==> src/rtl/wb_user_bus_arbiter_pkg.sv <==
// ---------------------------------------------------------------------------
// wb_user_bus_arbiter_pkg
// Shared definitions for the user-space Wishbone arbiter.
//   arb_state_e : 2-bit arbiter state encoding
//   GRANT_*     : codes driven on grant_o
//   grant_code(): maps the registered state and owner to a grant_o code
// ---------------------------------------------------------------------------
package wb_user_bus_arbiter_pkg;

    typedef enum logic [1:0] {
        ST_IDLE         = 2'd0,
        ST_GRANT_A      = 2'd1,
        ST_GRANT_B      = 2'd2,
        ST_TIMEOUT_HOLD = 2'd3
    } arb_state_e;

    localparam logic [1:0] GRANT_NONE = 2'b00;
    localparam logic [1:0] GRANT_A    = 2'b01;
    localparam logic [1:0] GRANT_B    = 2'b10;

    // While a timed-out cycle is being held, the owning master still holds
    // the bus tenure, so its grant code is reported until it drops cyc.
    function automatic logic [1:0] grant_code(input arb_state_e st, input logic owner_b);
        logic [1:0] code;
        code = GRANT_NONE;
        case (st)
            ST_GRANT_A:      code = GRANT_A;
            ST_GRANT_B:      code = GRANT_B;
            ST_TIMEOUT_HOLD: code = owner_b ? GRANT_B : GRANT_A;
            default:         code = GRANT_NONE;
        endcase
        return code;
    endfunction

endpackage

==> src/rtl/wb_user_bus_arbiter_timeout_counter.sv <==
// ---------------------------------------------------------------------------
// wb_timeout_counter
// Watchdog counter for stalled Wishbone strobes.
//   clk       : bus clock
//   rst_n     : synchronous reset, active low
//   enable_i  : count this cycle (strobe outstanding, no ack)
//   clear_i   : return count to zero
//   expire_o  : combinational pulse, high in the cycle the count reaches
//               TIMEOUT_CYCLES-1 while still enabled
// TIMEOUT_CYCLES = 0 removes the counter entirely; expire_o is tied low.
// ---------------------------------------------------------------------------
module wb_timeout_counter
    import wb_user_bus_arbiter_pkg::*;
#(
    parameter int TIMEOUT_CYCLES = 256
) (
    input  logic clk,
    input  logic rst_n,
    input  logic enable_i,
    input  logic clear_i,
    output logic expire_o
);

    generate
        if (TIMEOUT_CYCLES > 0) begin : g_wd
            localparam int CNT_W = $clog2(TIMEOUT_CYCLES + 1);
            localparam logic [CNT_W-1:0] CNT_MAX  = CNT_W'(TIMEOUT_CYCLES);
            localparam logic [CNT_W-1:0] CNT_LAST = CNT_W'(TIMEOUT_CYCLES - 1);

            logic [CNT_W-1:0] count_q;
            logic [CNT_W-1:0] count_d;

            // Saturating count so a missed expiry can never wrap around.
            always_comb begin
                count_d = count_q;
                if (clear_i) begin
                    count_d = '0;
                end else if (enable_i && (count_q != CNT_MAX)) begin
                    count_d = count_q + 1'b1;
                end
            end

            always_ff @(posedge clk) begin
                if (!rst_n) begin
                    count_q <= '0;
                end else begin
                    count_q <= count_d;
                end
            end

            assign expire_o = enable_i && !clear_i && (count_q == CNT_LAST);
        end else begin : g_no_wd
            assign expire_o = 1'b0;
        end
    endgenerate

endmodule

==> src/rtl/wb_user_bus_arbiter.sv <==
// ---------------------------------------------------------------------------
// wb_user_bus_arbiter
// Shares the user-space Wishbone bus between master A (host path) and
// master B (debug/UART). Round-robin on contention, grant held for the whole
// cyc tenure, watchdog force-terminates stalled cycles.
// Ports:
//   wb_clk_i, wb_rst_n_i         : clock, synchronous active-low reset
//   mA_wb_* / mB_wb_*            : master-side Wishbone (cyc/stb/we/sel/adr/data in,
//                                  ack/data out)
//   userSpace_wb_*_i (out)       : slave-side request signals
//   userSpace_wb_ack_o/data_o(in): slave response
//   grant_o                      : 00 none, 01 A, 10 B
//   timeout_o                    : one-cycle pulse on forced termination
// ---------------------------------------------------------------------------
module wb_user_bus_arbiter
    import wb_user_bus_arbiter_pkg::*;
#(
    parameter int          TIMEOUT_CYCLES = 256,
    parameter logic [31:0] TIMEOUT_DATA   = 32'hFFFF_FFFF
) (
    input  logic        wb_clk_i,
    input  logic        wb_rst_n_i,

    input  logic        mA_wb_cyc_i,
    input  logic        mA_wb_stb_i,
    input  logic        mA_wb_we_i,
    input  logic [3:0]  mA_wb_sel_i,
    input  logic [31:0] mA_wb_adr_i,
    input  logic [31:0] mA_wb_data_i,
    output logic        mA_wb_ack_o,
    output logic [31:0] mA_wb_data_o,

    input  logic        mB_wb_cyc_i,
    input  logic        mB_wb_stb_i,
    input  logic        mB_wb_we_i,
    input  logic [3:0]  mB_wb_sel_i,
    input  logic [31:0] mB_wb_adr_i,
    input  logic [31:0] mB_wb_data_i,
    output logic        mB_wb_ack_o,
    output logic [31:0] mB_wb_data_o,

    output logic        userSpace_wb_cyc_i,
    output logic        userSpace_wb_stb_i,
    output logic        userSpace_wb_we_i,
    output logic [3:0]  userSpace_wb_sel_i,
    output logic [31:0] userSpace_wb_adr_i,
    output logic [31:0] userSpace_wb_data_i,
    input  logic        userSpace_wb_ack_o,
    input  logic [31:0] userSpace_wb_data_o,

    output logic [1:0]  grant_o,
    output logic        timeout_o
);

    arb_state_e state_q;
    arb_state_e state_d;
    logic       last_b_q;   // 1: B was granted most recently (and owns the bus while granted)
    logic       last_b_d;
    logic       timeout_q;  // high for the first TIMEOUT_HOLD cycle only
    logic       timeout_d;

    logic       in_grant;
    logic       own_cyc;
    logic       own_stb;
    logic       wd_en;
    logic       wd_expire;

    // last_b_q is updated on entry to GRANT_x, so it names the owning
    // master throughout GRANT_x and TIMEOUT_HOLD.
    always_comb begin
        in_grant = (state_q == ST_GRANT_A) || (state_q == ST_GRANT_B);
        own_cyc  = last_b_q ? mB_wb_cyc_i : mA_wb_cyc_i;
        own_stb  = last_b_q ? mB_wb_stb_i : mA_wb_stb_i;
        wd_en    = in_grant && own_cyc && own_stb && !userSpace_wb_ack_o;
    end

    // An ack in the expiry cycle drops wd_en, so the ack wins over the timeout.
    wb_timeout_counter #(
        .TIMEOUT_CYCLES (TIMEOUT_CYCLES)
    ) u_timeout_counter (
        .clk      (wb_clk_i),
        .rst_n    (wb_rst_n_i),
        .enable_i (wd_en),
        .clear_i  (!wd_en),
        .expire_o (wd_expire)
    );

    // Next-state logic
    always_comb begin
        state_d   = state_q;
        last_b_d  = last_b_q;
        timeout_d = 1'b0;
        unique case (state_q)
            ST_IDLE: begin
                // On contention the master that was not granted last wins.
                if (mA_wb_cyc_i && (!mB_wb_cyc_i || last_b_q)) begin
                    state_d  = ST_GRANT_A;
                    last_b_d = 1'b0;
                end else if (mB_wb_cyc_i) begin
                    state_d  = ST_GRANT_B;
                    last_b_d = 1'b1;
                end
            end
            ST_GRANT_A, ST_GRANT_B: begin
                if (!own_cyc) begin
                    state_d = ST_IDLE;
                end else if (wd_expire) begin
                    state_d   = ST_TIMEOUT_HOLD;
                    timeout_d = 1'b1;
                end
            end
            ST_TIMEOUT_HOLD: begin
                if (!own_cyc) begin
                    state_d = ST_IDLE;
                end
            end
            default: state_d = ST_IDLE;
        endcase
    end

    // State register
    always_ff @(posedge wb_clk_i) begin
        if (!wb_rst_n_i) begin
            state_q   <= ST_IDLE;
            last_b_q  <= 1'b1;
            timeout_q <= 1'b0;
        end else begin
            state_q   <= state_d;
            last_b_q  <= last_b_d;
            timeout_q <= timeout_d;
        end
    end

    // Output mux, driven only from registered state and live bus signals.
    always_comb begin
        userSpace_wb_cyc_i  = 1'b0;
        userSpace_wb_stb_i  = 1'b0;
        userSpace_wb_we_i   = 1'b0;
        userSpace_wb_sel_i  = 4'h0;
        userSpace_wb_adr_i  = 32'h0;
        userSpace_wb_data_i = 32'h0;
        mA_wb_ack_o         = 1'b0;
        mA_wb_data_o        = 32'h0;
        mB_wb_ack_o         = 1'b0;
        mB_wb_data_o        = 32'h0;
        case (state_q)
            ST_GRANT_A: begin
                userSpace_wb_cyc_i  = mA_wb_cyc_i;
                userSpace_wb_stb_i  = mA_wb_stb_i;
                userSpace_wb_we_i   = mA_wb_we_i;
                userSpace_wb_sel_i  = mA_wb_sel_i;
                userSpace_wb_adr_i  = mA_wb_adr_i;
                userSpace_wb_data_i = mA_wb_data_i;
                mA_wb_ack_o         = userSpace_wb_ack_o;
                mA_wb_data_o        = userSpace_wb_data_o;
            end
            ST_GRANT_B: begin
                userSpace_wb_cyc_i  = mB_wb_cyc_i;
                userSpace_wb_stb_i  = mB_wb_stb_i;
                userSpace_wb_we_i   = mB_wb_we_i;
                userSpace_wb_sel_i  = mB_wb_sel_i;
                userSpace_wb_adr_i  = mB_wb_adr_i;
                userSpace_wb_data_i = mB_wb_data_i;
                mB_wb_ack_o         = userSpace_wb_ack_o;
                mB_wb_data_o        = userSpace_wb_data_o;
            end
            ST_TIMEOUT_HOLD: begin
                // Slave side stays idle; any late slave ack is dropped here.
                if (last_b_q) begin
                    mB_wb_ack_o  = timeout_q;
                    mB_wb_data_o = timeout_q ? TIMEOUT_DATA : 32'h0;
                end else begin
                    mA_wb_ack_o  = timeout_q;
                    mA_wb_data_o = timeout_q ? TIMEOUT_DATA : 32'h0;
                end
            end
            default: ;
        endcase
    end

    assign grant_o   = grant_code(state_q, last_b_q);
    assign timeout_o = timeout_q;

endmodule

==> config.mk <==
export PLATFORM = sky130hd
export DESIGN_NAME = wb_user_bus_arbiter
export DESIGN_NICKNAME = d
export VERILOG_FILES = /design/src/rtl/wb_user_bus_arbiter_pkg.sv /design/src/rtl/wb_user_bus_arbiter_timeout_counter.sv /design/src/rtl/wb_user_bus_arbiter.sv
export SDC_FILE = /design/constraint.sdc
export NUM_CORES = 1
export LEC_CHECK = 0
export CORE_AREA = 2 2 123 125
export DETAILED_ROUTE_END_ITERATION = 8
export DIE_AREA = 0 0 125 127
export DONT_BUFFER_PORTS = 1
export SYNTH_ARGS = -nofsm -noshare
export SYNTH_HDL_FRONTEND = slang
export SYNTH_SLANG_ARGS = --single-unit
==> constraint.sdc <==
create_clock -name wb_clk_i -period 2.7 [get_ports wb_clk_i]
set_input_delay 0.675 -clock wb_clk_i [delete_from_list [all_inputs] [get_ports wb_clk_i]]
set_output_delay 0.675 -clock wb_clk_i [all_outputs]
set_load 0.1 [all_outputs]
==> key figures, run 1 <==
Status
  • Status: completed

STA
  • Slew margin rel.: between 60% and 70%
  • Fin Hold WS: slightly below 500 ps
  • Worst-Margin Slew: between 400 and 500 ps
  • Period utilization: between 90% and 100%
  • Hold Vio Cnt, Final: 0
  • Clock Skew: 1.39 ps
  • Max Slew Vio Count: 0
  • Final setup fails: 0
  • RSZ-0062 raised after global routing: yes
  • FMAX: between 300 and 400 MHz
  • Min cycle time layout: around 2700 ps
  • Final worst slack: approximately 3.1 ps

Pwr
  • Peak supply drop: 482 µV
  • Switching Fraction: roughly three fifths
  • Power per cell area: roughly 1500 nW/µm²
  • Combinational power share: between 90% and 100%
  • Seq pwr share: under 10%
  • Leakage power: roughly 2.5 nW
  • Pint: 3.66 mW
  • Switching Power: between 5 and 6 mW
  • Clock network fraction of design power: ~3.0%

Synth
  • Post-Synth Adder-Cell Area: under 10%
  • Synth area leaders: a22oi_1, nand2_1, nor2b_1
  • Mux contribution to synthesized area: under 10%
  • Yosys warnings: 0
  • XOR/XNOR Fraction of Synth Area: less than 1%
  • Yosys reg bits: 13
  • Most common cell in the netlist: nand2_1
  • Post-synthesis simple-gate area fraction: 47.7%
  • Post-synth top cells: nand2_1, a22oi_1, nor2b_1
  • Share of flip-flops with an asynchronous set or reset: 0%
  • Sequential fraction of the synthesis area: 10.5%
  • Ys flop type: dfxtp_1
  • Yosys cell types: 37
  • Synthesized area per cell: around 6.1 µm²
  • Dominant combinational cell family by area after synthesis: simple AND/OR/NAND/NOR gates
  • Number of flops mapped to enable cells by yosys: 0
  • Syn_nets: about 590
  • Area leader, netlist: a22oi_1
  • Mapped cell area: between 2000 and 2500 µm²
  • Synth Area in Compound Gates: a little over a quarter
  • Synth top area share: between 20% and 30%
  • Synthesized netlist cell count: between 400 and 500

Place
  • Dpl cell area: between 6000 and 7000 µm²
  • IO buf count: 0
  • DPL Wire Length: around 12 mm
  • Pre-CTS setup slack: 93.5 ps
  • GP Congestion: between 0.9 and 1

Layout
  • Layout cells sized above 1: 59.0%
  • Post-Layout Inst Area: approximately 6200 µm²
  • Final net count: 711
  • Post-layout util: 43.3%
  • N_diodes: 0
  • Area Overhead vs Synth: 151%

Clocking
  • CTS Hold Bufs: 0
  • Clock buffer depth: 2
  • Sink Count: 13
  • Worst skew pair latency: approximately 240 ps
  • Post-CTS Setup Inserts: 0
  • H-tree lvl count: 1
  • CTS tree: built
  • Clock transition at path regs: 50 ps
  • Num CTS Buffers: 3
  • Clock root cell: clkbuf_16

Flow run
  • MaxCap Viol Count: 0

Global route
  • Grt ovf: 0
  • Vias in the first global route: 3,395
  • Pin count of the biggest net entering global routing: between 50 and 60
  • First-pass GRT wire length: 19.5 mm
  • Initial antenna violation count: 0
  • Total track usage: between 15 and 20%

Die
  • Initial Util: between 15 and 20%
  • Top Ports: between 300 and 400
  • Core box area: roughly 14,000 µm²
  • Row count: between 40 and 50
  • DIE HEIGHT: around 130 µm
  • Die Width: around 130 µm
  • Die ar.: between 15,000 and 20,000 µm²

Worst setup path
  • Worst Path Required: between 2000 and 2500 ps
  • Crit. End Element: primary output
  • CP max FO: 21
  • CP Data Arrival Time: ~2000 ps
  • CP Class: flip-flop to primary output
  • Startpoint types: flip-flop

Route
  • Total wire length: ~13 mm
  • Avg Vias per Cell: between 4 and 5
  • Wire per inst: approximately 19 µm
  • TritonRoute pass-1 iters: 5
  • Post-route ant nets: 0
  • Initial drt markers: between 200 and 300
  • Via count: ~3.5k
  • DRC viols: 0

Min path
  • Hold Crit Class: flip-flop to flip-flop
stage by stage:
step | setup TNS, ps | total power, mW | instances
2_1_floorplan | -243 | 6.31 | 406
3_3_place_gp | 0 | 9.01 | 705
3_5_place_dp | 0 | 9.11 | 705
4_1_cts | 0 | 9.42 | 709
5_1_grt | -1980 | 9.64 | 709
6_report | 0 | 9.36 | 709
what timing repair did:
action | CTS | global route
endpoints found under the hold margin | 0 | 0
gates resized for setup | 2 | 1
setup endpoints to repair | 24 | 54
power by group through the flow:
stage                     registers, mW  clock network, mW  logic, mW
after CTS                         0.259              0.285       8.87
after floorplan                   0.235                  0       6.08
after global placement            0.256                  0       8.75
after detailed placement          0.260                  0       8.85
after global routing              0.262              0.296       9.09
final                             0.259              0.278       8.82
worst max-delay path, cell delays in order, from the launching register on:
cell     delay, ps
dfxtp_1        440
ha_1           350
nand3_2        380
buf_12         310
nand2_2        100
buf_12         180
final timing paths:
check / from / to / slack [ps] / cells past startpoint
worst max-delay path: state_q[1] / mB_wb_data_o[10] / 3 / 5
worst min-delay path: u_timeout_counter.g_wd.count_q[5] / u_timeout_counter.g_wd.count_q[5] / 490 / 2
worst max register to register: state_q[1] / u_timeout_counter.g_wd.count_q[1] / 500 / 6
worst min register to register: u_timeout_counter.g_wd.count_q[5] / u_timeout_counter.g_wd.count_q[5] / 490 / 2
placed cells by master, fill, tap and decap left out, types with 6 or more instances in the layout:
cell type,n
nand2_2,61
a22oi_1,69
buf_12,137
nand3_1,6
buf_4,17
inv_1,8
nand2_1,81
dfxtp_1,11
nor2b_4,70
per-layer routing:
| metal | share of wire (%) | up-vias | routed length (µm) | GRT usage, % |
|---|---|---|---|---|
| met3 | 5.3 | 8 | 711 | 2.18 |
| li1 | - | 1621 | - | - |
| met5 | 0 | - | 0 | 0 |
| met1 | 34 | 1694 | 4550 | 16.1 |
| met4 | 1.2 | 0 | 163 | 2.68 |
| met2 | 60 | 160 | 7980 | 31.5 |
state kept, by name (all words and copies together) (netlist names):
signal / cells
u_timeout_counter.g_wd.count_q: 9
timeout_o: 1
last_b_q: 1
state_q: 2
layout make-up:
| type | instances | area [µm²] |
|---|---|---|
| Multi-Input combinational cell | 346 | 2770 |
| Tap cell | 184 | 230 |
| Clock inverter | 1 | 5.00 |
| Fill cell | 1320 | 8180 |
| Sequential cell | 13 | 263 |
| Inverter | 8 | 30.0 |
| Timing Repair Buffer | 154 | 2870 |
| Clock buffer | 3 | 75.1 |
cells by family (layout without fill, tap and decap cells):
logic type | count (synthesis) | in the layout
flops | 13 | 13
simple gates | 243 | 243
mux | 6 | 6
buf+inv | 47 | 166
xor+xnor | 2 | 2
fa+ha+maj | 8 | 8
compound gates | 87 | 87
No activity file was read; power rests on OpenSTA's default activity.
==> run 2: changes to the inputs <==
SLEW_MARGIN = 25   (was unset)
==> results of run 2 <==
Final layout, timing and power as in run 1 (identical DEF).
